--- src/rtl/aes_key_sched_if.sv ---
// Handshake and round-key read bus of the iterative AES key-expansion engine.
// Defining AES_KEY_SCHED_REVERSE_EN adds rd_rev for decryption-order reads.
interface aes_key_sched_if;
    logic         start;
    logic [255:0] key_in;
    logic         busy;
    logic         done;
    logic         key_ready;
    logic         rd_en;
    logic [3:0]   rd_round;
    logic [127:0] rd_key;
    logic         rd_valid;
`ifdef AES_KEY_SCHED_REVERSE_EN
    logic         rd_rev;

    modport master (
        output start, key_in, rd_en, rd_round, rd_rev,
        input  busy, done, key_ready, rd_key, rd_valid
    );
    modport slave (
        input  start, key_in, rd_en, rd_round, rd_rev,
        output busy, done, key_ready, rd_key, rd_valid
    );
`else
    modport master (
        output start, key_in, rd_en, rd_round,
        input  busy, done, key_ready, rd_key, rd_valid
    );
    modport slave (
        input  start, key_in, rd_en, rd_round,
        output busy, done, key_ready, rd_key, rd_valid
    );
`endif
endinterface

--- src/rtl/aes_key_sched.sv ---
// Iterative AES-128/192/256 key expansion: one schedule word per clock, full schedule
// kept in a word store with a registered round-key read port. AES_KEY_SCHED_REVERSE_EN adds rd_rev.
module aes_key_sched #(
    parameter int KEY_BITS = 128
) (
    input logic             clk,
    input logic             rst,
    aes_key_sched_if.slave  bus
);
    localparam int NK    = KEY_BITS / 32;
    localparam int NR    = NK + 6;
    localparam int WORDS = 4 * (NR + 1);
    localparam int LAST  = 4 * NR + 3;

    generate
        if (KEY_BITS != 128 && KEY_BITS != 192 && KEY_BITS != 256) begin : g_bad_key_bits
            $error("aes_key_sched: KEY_BITS must be 128, 192 or 256");
        end
    endgenerate

    typedef enum logic [1:0] {IDLE, GEN, DONE} state_t;

    state_t      state, state_nxt;
    logic        accept, last, key_ready;
    logic [5:0]  idx;
    logic [2:0]  pos;
    logic [7:0]  rcon;
    logic [31:0] sh [NK];
    logic [31:0] mem [WORDS];
    logic [31:0] prev, oldw, sub_in, sub_out, t, new_word;
    logic [3:0]  rd_idx;
    logic        in_range;
    logic        unused_key;

    function automatic logic [7:0] gf_mul(input logic [7:0] x, input logic [7:0] z);
        logic [7:0] p, a;
        p = 8'h00;
        a = x;
        for (int k = 0; k < 8; k++) begin
            if (z[k]) p = p ^ a;
            a = {a[6:0], 1'b0} ^ (a[7] ? 8'h1b : 8'h00);
        end
        return p;
    endfunction

    // S-box as multiplicative inverse (x^254) followed by the affine transform.
    function automatic logic [7:0] sbox1(input logic [7:0] x);
        logic [7:0] sq, r;
        sq = x;
        r  = 8'h01;
        for (int k = 1; k < 8; k++) begin
            sq = gf_mul(sq, sq);
            r  = gf_mul(r, sq);
        end
        return r ^ {r[6:0], r[7]} ^ {r[5:0], r[7:6]} ^ {r[4:0], r[7:5]} ^ {r[3:0], r[7:4]} ^ 8'h63;
    endfunction

    assign accept     = bus.start && (state != GEN);
    assign last       = (idx == 6'(LAST));
    assign prev       = sh[NK-1];
    assign oldw       = sh[0];
    assign unused_key = ^bus.key_in;
    assign bus.key_ready = key_ready;

    always_ff @(posedge clk) begin
        if (rst) state <= IDLE;
        else     state <= state_nxt;
    end

    always_comb begin
        state_nxt = state;
        unique case (state)
            IDLE:    if (bus.start) state_nxt = GEN;
            GEN:     if (last) state_nxt = DONE;
            DONE:    state_nxt = bus.start ? GEN : IDLE;
            default: state_nxt = IDLE;
        endcase
    end

    always_comb begin
        bus.busy = (state == GEN);
        bus.done = (state == DONE);
    end

    always_ff @(posedge clk) begin
        if (rst) begin
            idx       <= '0;
            pos       <= '0;
            rcon      <= 8'h01;
            key_ready <= 1'b0;
        end else if (accept) begin
            idx       <= 6'(NK);
            pos       <= '0;
            rcon      <= 8'h01;
            key_ready <= 1'b0;
        end else if (state == GEN) begin
            idx <= idx + 6'd1;
            pos <= (pos == 3'(NK - 1)) ? 3'd0 : pos + 3'd1;
            if (pos == 3'd0) rcon <= {rcon[6:0], 1'b0} ^ (rcon[7] ? 8'h1b : 8'h00);
            if (last) key_ready <= 1'b1;
        end
    end

    // The shadow window always holds w[i-NK] .. w[i-1], so the store is never read back here.
    always_comb begin
        sub_in  = {prev[23:0], prev[31:24]};
        if (NK == 8 && pos == 3'd4) sub_in = prev;
        sub_out = '0;
        for (int b = 0; b < 4; b++) sub_out[8*b +: 8] = sbox1(sub_in[8*b +: 8]);
        t = prev;
        if (pos == 3'd0)                 t = sub_out ^ {rcon, 24'h0};
        else if (NK == 8 && pos == 3'd4) t = sub_out;
        new_word = oldw ^ t;
    end

    always_ff @(posedge clk) begin
        if (!rst && accept) begin
            for (int j = 0; j < NK; j++) begin
                sh[j]  <= bus.key_in[255 - 32*j -: 32];
                mem[j] <= bus.key_in[255 - 32*j -: 32];
            end
        end else if (!rst && state == GEN) begin
            for (int j = 0; j < NK - 1; j++) sh[j] <= sh[j+1];
            sh[NK-1] <= new_word;
            mem[idx] <= new_word;
        end
    end

    // Range is judged on the requested index, before any reversal.
    always_comb begin
        in_range = (bus.rd_round <= 4'(NR));
`ifdef AES_KEY_SCHED_REVERSE_EN
        rd_idx = bus.rd_rev ? 4'(NR) - bus.rd_round : bus.rd_round;
`else
        rd_idx = bus.rd_round;
`endif
    end

    always_ff @(posedge clk) begin
        if (rst) begin
            bus.rd_valid <= 1'b0;
            bus.rd_key   <= '0;
        end else if (bus.rd_en && key_ready && in_range) begin
            bus.rd_valid <= 1'b1;
            bus.rd_key   <= {mem[{rd_idx, 2'b00}], mem[{rd_idx, 2'b01}],
                             mem[{rd_idx, 2'b10}], mem[{rd_idx, 2'b11}]};
        end else begin
            bus.rd_valid <= 1'b0;
            bus.rd_key   <= '0;
        end
    end
endmodule

--- src/flat_wrapper.sv ---
// flat-port wrapper written by rule: the top's interface ports become plain ports
module aes_key_sched_flat 
#(
    parameter int KEY_BITS = 128
)
  (clk, rst, bus_start, bus_key_in, bus_rd_en, bus_rd_round, bus_busy, bus_done, bus_key_ready, bus_rd_key, bus_rd_valid);
  aes_key_sched_if bus_i ();
  input logic clk;
  input logic rst;
  input wire logic [$bits(bus_i.start)-1:0] bus_start;
  input wire logic [$bits(bus_i.key_in)-1:0] bus_key_in;
  input wire logic [$bits(bus_i.rd_en)-1:0] bus_rd_en;
  input wire logic [$bits(bus_i.rd_round)-1:0] bus_rd_round;
  output wire logic [$bits(bus_i.busy)-1:0] bus_busy;
  output wire logic [$bits(bus_i.done)-1:0] bus_done;
  output wire logic [$bits(bus_i.key_ready)-1:0] bus_key_ready;
  output wire logic [$bits(bus_i.rd_key)-1:0] bus_rd_key;
  output wire logic [$bits(bus_i.rd_valid)-1:0] bus_rd_valid;
  assign bus_i.start = bus_start;
  assign bus_i.key_in = bus_key_in;
  assign bus_i.rd_en = bus_rd_en;
  assign bus_i.rd_round = bus_rd_round;
  assign bus_busy = bus_i.busy;
  assign bus_done = bus_i.done;
  assign bus_key_ready = bus_i.key_ready;
  assign bus_rd_key = bus_i.rd_key;
  assign bus_rd_valid = bus_i.rd_valid;
  aes_key_sched #(.KEY_BITS(KEY_BITS)) u_core (.clk(clk), .rst(rst), .bus(bus_i));
endmodule
--- config.mk ---
export PLATFORM = sky130hd
export DESIGN_NAME = aes_key_sched_flat
export DESIGN_NICKNAME = d
export VERILOG_FILES = /design/src/rtl/aes_key_sched_if.sv /design/src/rtl/aes_key_sched.sv /design/src/flat_wrapper.sv
export SDC_FILE = /design/constraint.sdc
export NUM_CORES = 2
export LEC_CHECK = 0
export CELL_PAD_IN_SITES_DETAIL_PLACEMENT = 0
export CELL_PAD_IN_SITES_GLOBAL_PLACEMENT = 1
export CORE_MARGIN = 10
export CORE_UTILIZATION = 36
export DETAILED_ROUTE_END_ITERATION = 10
export GPL_TIMING_DRIVEN = 1
export PLACE_DENSITY = 0.7
export SLEW_MARGIN = 20
export SYNTH_ARGS = -nofsm -noshare
export SYNTH_HDL_FRONTEND = slang
export SYNTH_SLANG_ARGS = --single-unit
export TNS_END_PERCENT = 10
--- constraint.sdc ---
create_clock -name clk -period 16.2 [get_ports clk]
set_input_delay 2.43 -clock clk [delete_from_list [all_inputs] [get_ports clk]]
set_output_delay 2.43 -clock clk [all_outputs]
set_load 0.01 [all_outputs]
==> impl_summary.txt <==
----------------------------------------------------
[Floorplanning]
  Die X-Extent ... about 600 um
  Cell row count ... roughly 210
  Core outline area ... 0.3300 mm2
  Initial Util ... 36.09%
  Num ports ... 396
  Total die area ... 0.3542 mm2
  Die height ... between 500 and 600 um

[Synth]
  Post-synthesis sequential element count ... 1,685
  Compound-cell area share of the yosys netlist ... 10.49%
  Proportion of synthesized area in mux cells ... 9.082%
  Main flop type after synthesis ... sky130_fd_sc_hd__edfxtp_1
  Share of the yosys chip area belonging to registers ... between 40% and 50%
  Number of enable flip-flop cells after synthesis ... approximately 1,500
  Dominant combinational cell family by area after synthesis ... XOR/XNOR gates
  Most repeated cell in the gate-level netlist after synthesis ... sky130_fd_sc_hd__edfxtp_1
  Mean Syn Cell Area ... 10.90 um2
  Mapped cell area ... 0.1191 mm2
  Synthesized net count ... between 10,000 and 15,000
  Simple-gate share of the synthesized area ... 11.78%
  Cell type with the largest total area after synthesis ... sky130_fd_sc_hd__edfxtp_1
  Most frequent cells after synthesis ... sky130_fd_sc_hd__edfxtp_1, sky130_fd_sc_hd__xnor2_1, sky130_fd_sc_hd__nor2_1
  Biggest area contributors in the synthesized netlist ... sky130_fd_sc_hd__edfxtp_1, sky130_fd_sc_hd__xnor2_1, sky130_fd_sc_hd__xnor3_1, sky130_fd_sc_hd__mux4_2, sky130_fd_sc_hd__nor2_1
  Post-synthesis instance total ... 10,926
  Yosys warns ... 0
  Portion of synthesized cell area occupied by the leading cell type ... 38.73%
  Unique cell type count in the Yosys netlist ... approximately 120
  Post-synthesis async set-or-reset flop share ... 0%
  Synth Area in XOR/XNOR ... 24.15%
  Post-Synth Adder-Cell Area ... 0.2732%

[Routing]
  Number of DRC violations after detailed routing ... 0
  Wire per inst ... 24.37 um
  Total detailed-routing wirelength ... 387,600 um
  Number of vias after detailed routing ... 89,046
  Iteration-0 DRC Markers ... 9,323
  Via-to-Cell Ratio ... about 5.6
  First-pass detailed-route iteration total ... 6
  Antenna-violating nets left ... 0

[Critical path]
  Crit path required time ... roughly 17 ns
  Launching instance or port of the critical path ... u_core.sh[0][112]
  Critical path arrival ... 16.24 ns
  FF-to-FF Start ... u_core.sh[0][112]
  Worst Reg2Reg Path Length in Cells ... 51
  Critical path start-end classification ... register to register
  Minimum setup slack among reg-to-reg paths ... 0.46 ns
  Startpoint kind of the worst setup timing path ... register
  CP max stage cell ... sky130_fd_sc_hd__xnor3_2
  Max stage delay on crit path ... 0.58 ns
  Worst setup path endpoint ... u_core.mem[14][29]
  Worst Setup End Kind ... register
  Largest fanout on the critical path ... 40
  Endpoint of the worst-slack reg-to-reg timing path ... u_core.mem[14][29]
  Worst path most repeated cell ... sky130_fd_sc_hd__xnor3_2

[Layout]
  Fraction of layout cells with a size suffix above 1 ... 17.29%
  Total of fill cells in the finished design ... between 30,000 and 40,000
  Area taken by flip-flops and latches ... 0.04911 mm2
  Number of nets in the finished design ... 11,672
  Total area of multi-input combinational cells ... 0.06922 mm2
  Signed area change from the synthesized netlist to the final layout ... 16.40%

[GRT]
  Met1 track utilization from global routing ... between 20% and 30%
  Total gr overflow ... 0
  Via count of the first global-routing pass ... around 86,000
  Met3 track utilization from global routing ... roughly 3.1%
  Most used routing layer ... met2
  Global routing usage summed across all routing layers ... between 20% and 30%
  Pin count of the biggest net entering global routing ... 154
  Initial antenna violation count ... 28
  Wire length of the first global-routing pass ... between 500,000 and 600,000 um
  Met2 Track Usage GR ... 33.92%

[Clock tree]
  Clock Pin Slew Worst Setup and Hold Paths ... 0.06 ns
  Root buf cell ... sky130_fd_sc_hd__clkbuf_16
  Post-CTS Hold Buffers ... 0
  Buffer depth of the longest clock path ... 3
  Count of H-tree levels built during CTS ... 4
  CTS buffer count ... approximately 170
  Total number of clock tree sinks ... about 1,700
  Clock tree from TritonCTS ... built
  Insertion delay to the later sink of the worst-skew pair ... 0.82 ns

[Job]
  Max-cap violations ... 0

[Timing]
  Highest Clock Rate ... 63.55 MHz
  Unrepaired setup endpoints after global routing ... true
  Final number of setup-violating endpoints ... 0
  Final critical-path share of the clock period ... just under 100%
  Hold slack ... ~0.48 ns
  Final max-slew violation count ... 0
  Setup skew after layout ... between 0.04 and 0.05 ns
  Hold Vio Cnt, Final ... 0
  Final critical-path required period ... 15.74 ns
  Worst-margin pin slew ... 1.159 ns
  Max_slew headroom ... 22.57%

[Place]
  Detail Placement HPWL ... 261,100 um
  Placer's final routability congestion estimate ... 0.8854
  Count of buffers from port buffering ... 267

[Status]
  Status ... complete, no violations

[Hold path]
  Type of the most critical hold path ... register to register

----------------------------------------------------
==> cells in the final DEF (no fill, tap or decap), types with 52 or more instances in the layout <==
master                            count
sky130_fd_sc_hd__xor2_1             398
sky130_fd_sc_hd__mux2i_1            312
sky130_fd_sc_hd__xnor2_1           1345
sky130_fd_sc_hd__clkdlybuf4s50_1    263
sky130_fd_sc_hd__mux4_2             256
sky130_fd_sc_hd__o22ai_1            116
sky130_fd_sc_hd__a211oi_1           341
sky130_fd_sc_hd__xnor3_1            296
sky130_fd_sc_hd__dfxtp_1            149
sky130_fd_sc_hd__o21ai_0            291
sky130_fd_sc_hd__xnor2_2            188
sky130_fd_sc_hd__a22oi_1             52
sky130_fd_sc_hd__a31oi_1             71
sky130_fd_sc_hd__xor2_2              72
sky130_fd_sc_hd__nand2_1           1100
sky130_fd_sc_hd__nor2b_1            189
sky130_fd_sc_hd__o211ai_1            58
sky130_fd_sc_hd__a21oi_1            536
sky130_fd_sc_hd__nand3_1            156
sky130_fd_sc_hd__buf_4              711
sky130_fd_sc_hd__mux2_2             156
sky130_fd_sc_hd__inv_1               86
sky130_fd_sc_hd__nor2_1            1206
sky130_fd_sc_hd__o21ai_1             74
sky130_fd_sc_hd__nor3_1             207
sky130_fd_sc_hd__edfxtp_1          1536
sky130_fd_sc_hd__clkbuf_16          168
==> how the worst min path moves through the flow <==
stage | cells past startpoint | end | start
2_1_floorplan | 2 | u_core.pos[2] | u_core.pos[2]
3_3_place_gp | 2 | u_core.pos[2] | u_core.pos[2]
3_5_place_dp | 2 | u_core.pos[2] | u_core.pos[2]
4_1_cts | 2 | u_core.pos[2] | u_core.pos[2]
5_1_grt | 2 | u_core.pos[2] | u_core.pos[2]
6_report | 2 | u_core.pos[2] | u_core.pos[2]
==> final cells by class <==
type                    instances  area share [%]
clock buffers                 220           3.303
well taps                    4366           3.941
inverters                     101          0.2735
repair buffers               1018           6.336
flip-flops and latches       1685           35.42
diodes                         11         0.01986
clock inverters                90          0.7717
multi-input cells            8413           49.93
==> sequential cells by signal (all words and copies together), names as in the netlist <==
signal,flops
u_core.state,2
u_core.pos,3
u_core.sh,128
u_core.bus.key_ready,1
u_core.rcon,8
u_core.mem,1408
u_core.idx,6
bus_rd_key,128
u_core.bus.rd_valid,1
==> layer usage <==
metal / routed length (um) / up-vias
met3: 29270 / 517
met5: 63 / -
met4: 13860 / 8
li1: - / 40256
met2: 181400 / 3528
met1: 162900 / 44737
==> worst max-delay path, delay by kind of cell (launching register included) <==
kind                       cells  cell delay (ns)
xor gates and xnor gates      29            10.14
AOI/OAI and AO/OA              8             1.53
and+or+nand+nor                5             1.28
muxes                          3             0.72
buffers and inverters          4             0.67
adders and majority gates      2             0.64
DFF                            1             0.43
==> metrics by stage <==
step	util [%]	std cells	area [um2]	setup TNS (ns)	setup WS [ns]
finish	42.01	15904	138600	0	0.4637
global route	42.00	15895	138600	-5.288	-0.1072
CTS	41.35	15799	136500	-0.4050	-0.1087
detailed placement	39.50	15479	130400	-208.33	-0.9115
global placement	39.47	15476	130300	-108.04	-0.7364
floorplan	-	10926	119100	-19.51	-0.2453
==> cells by family (layout without fill, tap and decap cells) <==
logic type / Yosys count / in the layout
AND/OR/NAND/NOR: 3233 / 3233
adder cells (fa/ha/maj): 27 / 27
flip-flops: 1685 / 1685
other: 0 / 11
buffers and inverters: 838 / 1429
AO/OA/AOI/OAI: 1930 / 1930
multiplexers: 739 / 739
XOR/XNOR: 2474 / 2484
==> timing repair <==
item | 4_1_cts | 5_1_grt
buffers inserted | 4 | 90
gates cloned | 6 | 4
pin swaps | 8 | 46
resized for setup | 48 | 177
setup endpoints to repair | 681 | 1388
Power is left out: the tool's default activity adds up to more than one toggle a clock period on the data nets, which glitch-free logic cannot reach.
